## src/rtl/seg7_pkg.sv

```systemverilog
// Shared types, segment pattern constants, glyph codes and the pattern decoder
// for the seven-segment glyph capture path. Segment order is {g,f,e,d,c,b,a}.
package seg7_pkg;

  typedef logic [6:0] seg_t;
  typedef logic [4:0] code_t;

  localparam seg_t SEG_BLANK = 7'h00;
  localparam seg_t SEG_0     = 7'h3F;
  localparam seg_t SEG_1     = 7'h06;
  localparam seg_t SEG_2     = 7'h5B;
  localparam seg_t SEG_3     = 7'h4F;
  localparam seg_t SEG_4     = 7'h66;
  localparam seg_t SEG_5     = 7'h6D;
  localparam seg_t SEG_6     = 7'h7D;
  localparam seg_t SEG_7     = 7'h07;
  localparam seg_t SEG_8     = 7'h7F;
  localparam seg_t SEG_9     = 7'h6F;
  localparam seg_t SEG_A     = 7'h77;
  localparam seg_t SEG_B     = 7'h7C;
  localparam seg_t SEG_C     = 7'h39;
  localparam seg_t SEG_D     = 7'h5E;
  localparam seg_t SEG_E     = 7'h79;
  localparam seg_t SEG_F     = 7'h71;
  localparam seg_t SEG_G     = 7'h3D;
  localparam seg_t SEG_R     = 7'h50;
  localparam seg_t SEG_Y     = 7'h6E;

  localparam code_t CODE_G   = 5'd16;
  localparam code_t CODE_R   = 5'd17;
  localparam code_t CODE_Y   = 5'd18;
  localparam code_t CODE_BAD = 5'd30;

  // Map a segment pattern to its glyph code; anything unrecognised
  // (including blank, which callers filter out first) yields CODE_BAD.
  function automatic code_t decode(input seg_t s);
    code_t c;
    case (s)
      SEG_0:   c = 5'd0;
      SEG_1:   c = 5'd1;
      SEG_2:   c = 5'd2;
      SEG_3:   c = 5'd3;
      SEG_4:   c = 5'd4;
      SEG_5:   c = 5'd5;
      SEG_6:   c = 5'd6;
      SEG_7:   c = 5'd7;
      SEG_8:   c = 5'd8;
      SEG_9:   c = 5'd9;
      SEG_A:   c = 5'd10;
      SEG_B:   c = 5'd11;
      SEG_C:   c = 5'd12;
      SEG_D:   c = 5'd13;
      SEG_E:   c = 5'd14;
      SEG_F:   c = 5'd15;
      SEG_G:   c = CODE_G;
      SEG_R:   c = CODE_R;
      SEG_Y:   c = CODE_Y;
      default: c = CODE_BAD;
    endcase
    return c;
  endfunction

endpackage

```

## src/rtl/seg7_glyph_capture_if.sv

```systemverilog
// Bus between the glyph capture block and its user: segment input and
// capture enable towards the block, FIFO readout and status back.
interface seg7_glyph_capture_if #(
  parameter int FIFO_DEPTH = 8
);
  import seg7_pkg::*;

  localparam int CW = $clog2(FIFO_DEPTH) + 1;

  logic          ena;
  seg_t          seg_in;
  logic          rd_en;
  code_t         code_out;
  logic          code_valid;
  logic          glyph_err;
  logic          overflow;
  logic [CW-1:0] fifo_count;

  modport master (
    output ena, seg_in, rd_en,
    input  code_out, code_valid, glyph_err, overflow, fifo_count
  );

  modport slave (
    input  ena, seg_in, rd_en,
    output code_out, code_valid, glyph_err, overflow, fifo_count
  );

endinterface

```

## src/rtl/glyph_fifo.sv

```systemverilog
// Synchronous first-word-fall-through FIFO with occupancy count and a sticky
// overflow flag. A pop frees the head slot on the same edge, so a push is
// still taken when full if a pop accompanies it.
module glyph_fifo #(
  parameter int DEPTH = 8,
  parameter int WIDTH = 5
) (
  input  logic                       clk,
  input  logic                       rst_n,
  input  logic                       push_i,
  input  logic [WIDTH-1:0]           push_data_i,
  input  logic                       pop_i,
  output logic [WIDTH-1:0]           rd_data_o,
  output logic                       valid_o,
  output logic [$clog2(DEPTH):0]     count_o,
  output logic                       overflow_o
);

  localparam int AW = $clog2(DEPTH);
  localparam int CW = AW + 1;

  logic [WIDTH-1:0] mem_q [DEPTH];
  logic [AW-1:0]    wr_ptr_q, wr_ptr_d;
  logic [AW-1:0]    rd_ptr_q, rd_ptr_d;
  logic [CW-1:0]    count_q, count_d;
  logic             overflow_q, overflow_d;
  logic             full, empty, do_push, do_pop;

  // Next-state for pointers, count and overflow from the push/pop request.
  always_comb begin
    // NOTE: every combinational output gets a default first so no path can infer a latch.
    full       = (count_q == CW'(DEPTH));
    empty      = (count_q == '0);
    do_pop     = pop_i && !empty;
    do_push    = push_i && (!full || do_pop);
    wr_ptr_d   = do_push ? wr_ptr_q + AW'(1) : wr_ptr_q;
    rd_ptr_d   = do_pop  ? rd_ptr_q + AW'(1) : rd_ptr_q;
    count_d    = count_q;
    if (do_push && !do_pop)      count_d = count_q + CW'(1);
    else if (do_pop && !do_push) count_d = count_q - CW'(1);
    overflow_d = overflow_q || (push_i && !do_push);
  end

  // Storage write; contents need no reset because count gates visibility.
  always_ff @(posedge clk) begin
    // NOTE: the storage array is deliberately not reset; empty reads are masked below.
    if (do_push) mem_q[wr_ptr_q] <= push_data_i;
  end

  // Pointer, count and sticky-overflow registers.
  always_ff @(posedge clk or negedge rst_n) begin
    if (!rst_n) begin
      wr_ptr_q   <= '0;
      rd_ptr_q   <= '0;
      count_q    <= '0;
      overflow_q <= 1'b0;
    end else begin
      wr_ptr_q   <= wr_ptr_d;
      rd_ptr_q   <= rd_ptr_d;
      count_q    <= count_d;
      overflow_q <= overflow_d;
    end
  end

  assign rd_data_o  = empty ? '0 : mem_q[rd_ptr_q];
  assign valid_o    = !empty;
  assign count_o    = count_q;
  assign overflow_o = overflow_q;

endmodule

```

## src/rtl/seg7_glyph_capture.sv

```systemverilog
// Observer for a seven-segment display bus: synchronises the asynchronous
// segment lines, waits for the pattern to be stable, decodes each newly
// accepted glyph and queues it in a FWFT FIFO for readout.
module seg7_glyph_capture
  import seg7_pkg::*;
#(
  parameter int STABLE_CYCLES = 4,
  parameter int FIFO_DEPTH    = 8
) (
  input  logic                  clk,
  input  logic                  rst_n,
  seg7_glyph_capture_if.slave   bus
);

  localparam int CNT_W = $clog2(STABLE_CYCLES + 1);
  localparam logic [CNT_W-1:0] CNT_MAX  = CNT_W'(STABLE_CYCLES);
  localparam logic [CNT_W-1:0] CNT_LAST = CNT_W'(STABLE_CYCLES - 1);

  seg_t             sync1_q, sync2_q, prev_q;
  seg_t             last_q, last_d;
  logic [CNT_W-1:0] cnt_q, cnt_d;
  logic             glyph_err_q, glyph_err_d;
  logic             same, accept, new_glyph, push;
  code_t            push_code;

  // Stability counting and accept decision on the synchronised pattern.
  always_comb begin
    same        = (sync2_q == prev_q);
    cnt_d       = cnt_q;
    if (!bus.ena || !same)    cnt_d = '0;
    else if (cnt_q != CNT_MAX) cnt_d = cnt_q + CNT_W'(1);
    // The accept edge is the one on which the counter reaches its limit.
    accept      = bus.ena && same && (cnt_q == CNT_LAST);
    new_glyph   = accept && (sync2_q != last_q);
    last_d      = new_glyph ? sync2_q : last_q;
    push        = new_glyph && (sync2_q != SEG_BLANK);
    push_code   = decode(sync2_q);
    glyph_err_d = push && (push_code == CODE_BAD);
  end

  // Two-flop synchroniser, previous-sample register, counter and accept state.
  always_ff @(posedge clk or negedge rst_n) begin
    if (!rst_n) begin
      sync1_q     <= SEG_BLANK;
      sync2_q     <= SEG_BLANK;
      prev_q      <= SEG_BLANK;
      last_q      <= SEG_BLANK;
      cnt_q       <= '0;
      glyph_err_q <= 1'b0;
    end else begin
      // NOTE: non-blocking assignments make every register sample the pre-edge values.
      sync1_q     <= bus.seg_in;
      sync2_q     <= sync1_q;
      prev_q      <= sync2_q;
      last_q      <= last_d;
      cnt_q       <= cnt_d;
      glyph_err_q <= glyph_err_d;
    end
  end

  glyph_fifo #(
    .DEPTH (FIFO_DEPTH),
    .WIDTH (5)
  ) u_fifo (
    .clk         (clk),
    .rst_n       (rst_n),
    .push_i      (push),
    .push_data_i (push_code),
    .pop_i       (bus.rd_en),
    .rd_data_o   (bus.code_out),
    .valid_o     (bus.code_valid),
    .count_o     (bus.fifo_count),
    .overflow_o  (bus.overflow)
  );

  assign bus.glyph_err = glyph_err_q;

endmodule

```

## src/flat_wrapper.sv

```systemverilog
// flat-port wrapper written by rule: the top's interface ports become plain ports
module seg7_glyph_capture_flat import seg7_pkg::*;
#(
  parameter int STABLE_CYCLES = 4,
  parameter int FIFO_DEPTH    = 8
)
  (clk, rst_n, bus_ena, bus_seg_in, bus_rd_en, bus_code_out, bus_code_valid, bus_glyph_err, bus_overflow, bus_fifo_count);
  seg7_glyph_capture_if #(.FIFO_DEPTH(FIFO_DEPTH)) bus_i ();
  input  logic clk;
  input  logic rst_n;
  input wire logic [$bits(bus_i.ena)-1:0] bus_ena;
  input wire logic [$bits(bus_i.seg_in)-1:0] bus_seg_in;
  input wire logic [$bits(bus_i.rd_en)-1:0] bus_rd_en;
  output wire logic [$bits(bus_i.code_out)-1:0] bus_code_out;
  output wire logic [$bits(bus_i.code_valid)-1:0] bus_code_valid;
  output wire logic [$bits(bus_i.glyph_err)-1:0] bus_glyph_err;
  output wire logic [$bits(bus_i.overflow)-1:0] bus_overflow;
  output wire logic [$bits(bus_i.fifo_count)-1:0] bus_fifo_count;
  assign bus_i.ena = bus_ena;
  assign bus_i.seg_in = bus_seg_in;
  assign bus_i.rd_en = bus_rd_en;
  assign bus_code_out = bus_i.code_out;
  assign bus_code_valid = bus_i.code_valid;
  assign bus_glyph_err = bus_i.glyph_err;
  assign bus_overflow = bus_i.overflow;
  assign bus_fifo_count = bus_i.fifo_count;
  seg7_glyph_capture #(.STABLE_CYCLES(STABLE_CYCLES), .FIFO_DEPTH(FIFO_DEPTH)) u_core (.clk(clk), .rst_n(rst_n), .bus(bus_i));
endmodule
```

## config.mk

```make
export PLATFORM = sky130hd
export DESIGN_NAME = seg7_glyph_capture_flat
export DESIGN_NICKNAME = d
export VERILOG_FILES = /design/src/rtl/seg7_pkg.sv /design/src/rtl/seg7_glyph_capture_if.sv /design/src/rtl/glyph_fifo.sv /design/src/rtl/seg7_glyph_capture.sv /design/src/flat_wrapper.sv
export SDC_FILE = /design/constraint.sdc
export NUM_CORES = 1
export LEC_CHECK = 0
export CORE_ASPECT_RATIO = 0.8
export CORE_MARGIN = 2
export CORE_UTILIZATION = 25
export DETAILED_ROUTE_END_ITERATION = 8
export SYNTH_ARGS = -nofsm -noshare
export SYNTH_HDL_FRONTEND = slang
export SYNTH_SLANG_ARGS = --single-unit
export TNS_END_PERCENT = 20
```

## constraint.sdc

```tcl
create_clock -name clk -period 3.86 [get_ports clk]
set_clock_uncertainty 0.15 [all_clocks]
set_input_delay 0.772 -clock clk [delete_from_list [all_inputs] [get_ports clk]]
set_output_delay 0.772 -clock clk [all_outputs]
set_load 0.05 [all_outputs]
```

==> flow_summary.yaml <==
synth:
  ys_ff_latch: 83
  yosysUniqueCellTypes: 46
  syn-num-nets: 299
  avgSynthCellArea_um2: 13.5
  synthesis.area_mm2: 0.00377
  async_flop_share_pct: 51.8
  yosysWarnings: 0
  syn_inst: 279
  synth-edff-count: 40
  seq_area_frac_synth_pct: 60.5
  synth_ff_type: "dfrtp_1"
final_layout:
  design_area_mm2: 0.00456
  finalNetCount: 332
  antenna_cells: 0
  drive_above_1_share_pct: 18.9
  multi_input_area_mm2: 0.00138
  layout_common_cells: "43 x dfrtp_1, 40 x edfxtp_1, 21 x clkdlybuf4s50_1"
  fillCellCount: 1452
  seq_area_mm2: 0.00228
  final_common_cell: "dfrtp_1"
  area_delta_synth_final_pct: 21.0
worst_setup_path:
  rrSetupSlack_ns: 0.66
  crit_path_max_fanout: 11
  path_cells: "buf_4, mux4_2, mux2i_1, nor2_1, clkdlybuf4s50_1"
  path_depth: 5
  reg2reg_from: "u_core.sync2_q[1]"
  worstSetupPathType: "flop to primary output"
  r2r-end: "u_core.u_fifo.count_o[3]"
  cp-end-kind: "primary output"
  cp.required_ns: 2.94
  rr_worst_depth: 13
  arrival_ns: 2.39
  slowest_delay_ns: 0.69
  startpoint_type: "flop"
  crit_buf_inv: 2
  cp_top_family: "buffers and inverters"
  cp-startpoint: "u_core.u_fifo.rd_ptr_q[0]"
  cpMaxStageDelayCell: "clkdlybuf4s50_1"
  crit_path_end: "bus_code_out[4]"
sta:
  maxSlewHeadroom_pct: 24.7
  setup_viol: 0
  slew_viol_final: 0
  period_needed_ns: 3.31
  hold_viol_final: 0
  rsz0062_at_grt: "no"
  fin_crit_sh_pct: 85.7
  finalSetupTns_ns: 0
  clock.fmax_ghz: 0.302
  tightest_slew_ns: 1.12
place:
  gp_congestion: 0.767
  numPortBuffers: 22
  placed_area_mm2: 0.00426
  dpl.hpwl_um: 4970
clocking:
  numCtsBuffers: 9
  postCtsSetupBuffers: 0
  clk_pin_slew_ns: 0.06
  root_buffer: "clkbuf_16"
  cts_tree: "built"
  cts_hold_buffers: 0
  cts.htree.levels: 3
  worstSkewPairLatency_ns: 0.33
  clock-sinks: 83
  ctsResizeCount: 0
  cts_max_path_buffers: 2
detailed_routing:
  viasPerCell: 4.53
  detail-route-antenna-nets: 0
  dr_total_vias: 2291
  drt_iter0_markers: 176
  route.detailed.drc: 0
  firstDrtPassIters: 4
  wl_um: 7080
  wire_per_inst_um: 14.0
floorplanning:
  die_x_um: 141
  ios: 23
  initial_core_util_pct: 25.3
  die_h_um: 114
  die_area_mm2: 0.0161
  rows: 40
  core_mm2: 0.0149
run:
  maxCapViolations: 0
grt:
  grt_overflow_total: 0
  grt_first_pass_wirelength_um: 12200
  grt_usage_pct: 9.81
  grt_antenna_before_repair: 0
  grt_pass1_vias: 2438
  grt_start_max_net_pins: 44
pwr:
  worst_ir_drop_vdd_uv: 182
  cellLeakagePower_nw: 1.57
  p_per_area_mw_per_mm2: 411
run_status:
  status: "finished clean"
hold_path:
  hp-class: "flop to flop"
[through the flow]
stage	hold WS [ns]	cells	utilization [%]	power [W]	setup slack [ns]
floorplan	0.181	279	-	0.00102	0.461
global placement	0.182	490	28.7	0.00105	0.538
detailed placement	0.185	490	28.7	0.00105	0.498
CTS	0.198	506	30.7	0.00190	0.511
global route	0.215	506	30.7	0.00195	0.386
finish	0.198	506	30.7	0.00188	0.550
[worst min-delay path by stage]
stage                        endpoint  cells after the start              start  slack (ns)
global route        u_core.sync2_q[6]                      0  u_core.sync1_q[6]        0.21
CTS                 u_core.sync2_q[3]                      0  u_core.sync1_q[3]        0.20
detailed placement  u_core.sync2_q[3]                      0  u_core.sync1_q[3]        0.18
global placement    u_core.sync2_q[6]                      0  u_core.sync1_q[6]        0.18
finish              u_core.sync2_q[3]                      0  u_core.sync1_q[3]        0.20
floorplan           u_core.sync2_q[0]                      0  u_core.sync1_q[0]        0.18
[registers in the layout, indices dropped and copies added (netlist names)]
name,flops
u_core.sync1_q,7
u_core.u_fifo.mem_q,40
u_core.cnt_q,3
u_core.sync2_q,7
u_core.u_fifo.count_o,4
u_core.u_fifo.overflow_o,1
u_core.last_q,7
u_core.bus.glyph_err,1
u_core.u_fifo.wr_ptr_q,3
u_core.prev_q,7
u_core.u_fifo.rd_ptr_q,3
[routing by layer]
| metal | part of all wire (%) | GRT usage [%] | vias to the layer above |
|---|---|---|---|
| met5 | 0 | 0 | - |
| met1 | 48 | 12.5 | 1145 |
| met3 | 3.9 | 3.32 | 7 |
| met2 | 47 | 15.5 | 43 |
| li1 | - | - | 1096 |
| met4 | 0.97 | 4.00 | 0 |
[cells by family after synthesis]
family	share of synthesized area, %
compound gates	4.02
fa+ha+maj	3.19
buf+inv	2.99
xor+xnor	5.58
mux	10.3
simple gates	13.5
flops	60.5
[synth_stat cells (3+ instances only)]
cell	instances	area share [%]
mux2i_1	5	1.3
or2_2	3	0.50
xor2_1	5	1.2
ha_1	8	2.7
mux2_2	10	3.0
nand4b_1	3	0.70
dfrtp_1	43	29
buf_2	3	0.40
xnor2_1	19	4.4
nor3_1	12	1.6
clkbuf_1	10	1.0
a21oi_1	9	1.2
inv_1	8	0.80
mux4_2	10	6.0
nor4_1	8	1.3
nand4_1	7	1.2
nand2_1	17	1.7
nor4b_1	3	0.70
nor2_1	11	1.1
o21ai_0	6	0.80
nand3_1	7	0.93
edfxtp_1	40	32
[power breakdown]
| group | internal, W | switching [W] |
|---|---|---|
| clock network | 0.000504 | 0.000336 |
| registers | 0.000942 | 0.00000995 |
| logic | 0.0000320 | 0.0000516 |
[final cells by class]
cell class                      instances  area share [%]
Inverter                                8           0.659
Clock inverter                          5            1.35
Sequential cell                        83            50.0
Tap cell                              189            5.19
Multi-Input combinational cell        171            30.2
Clock buffer                           11            5.11
Timing Repair Buffer                   39            7.52
No activity file was read; power rests on OpenSTA's default activity.
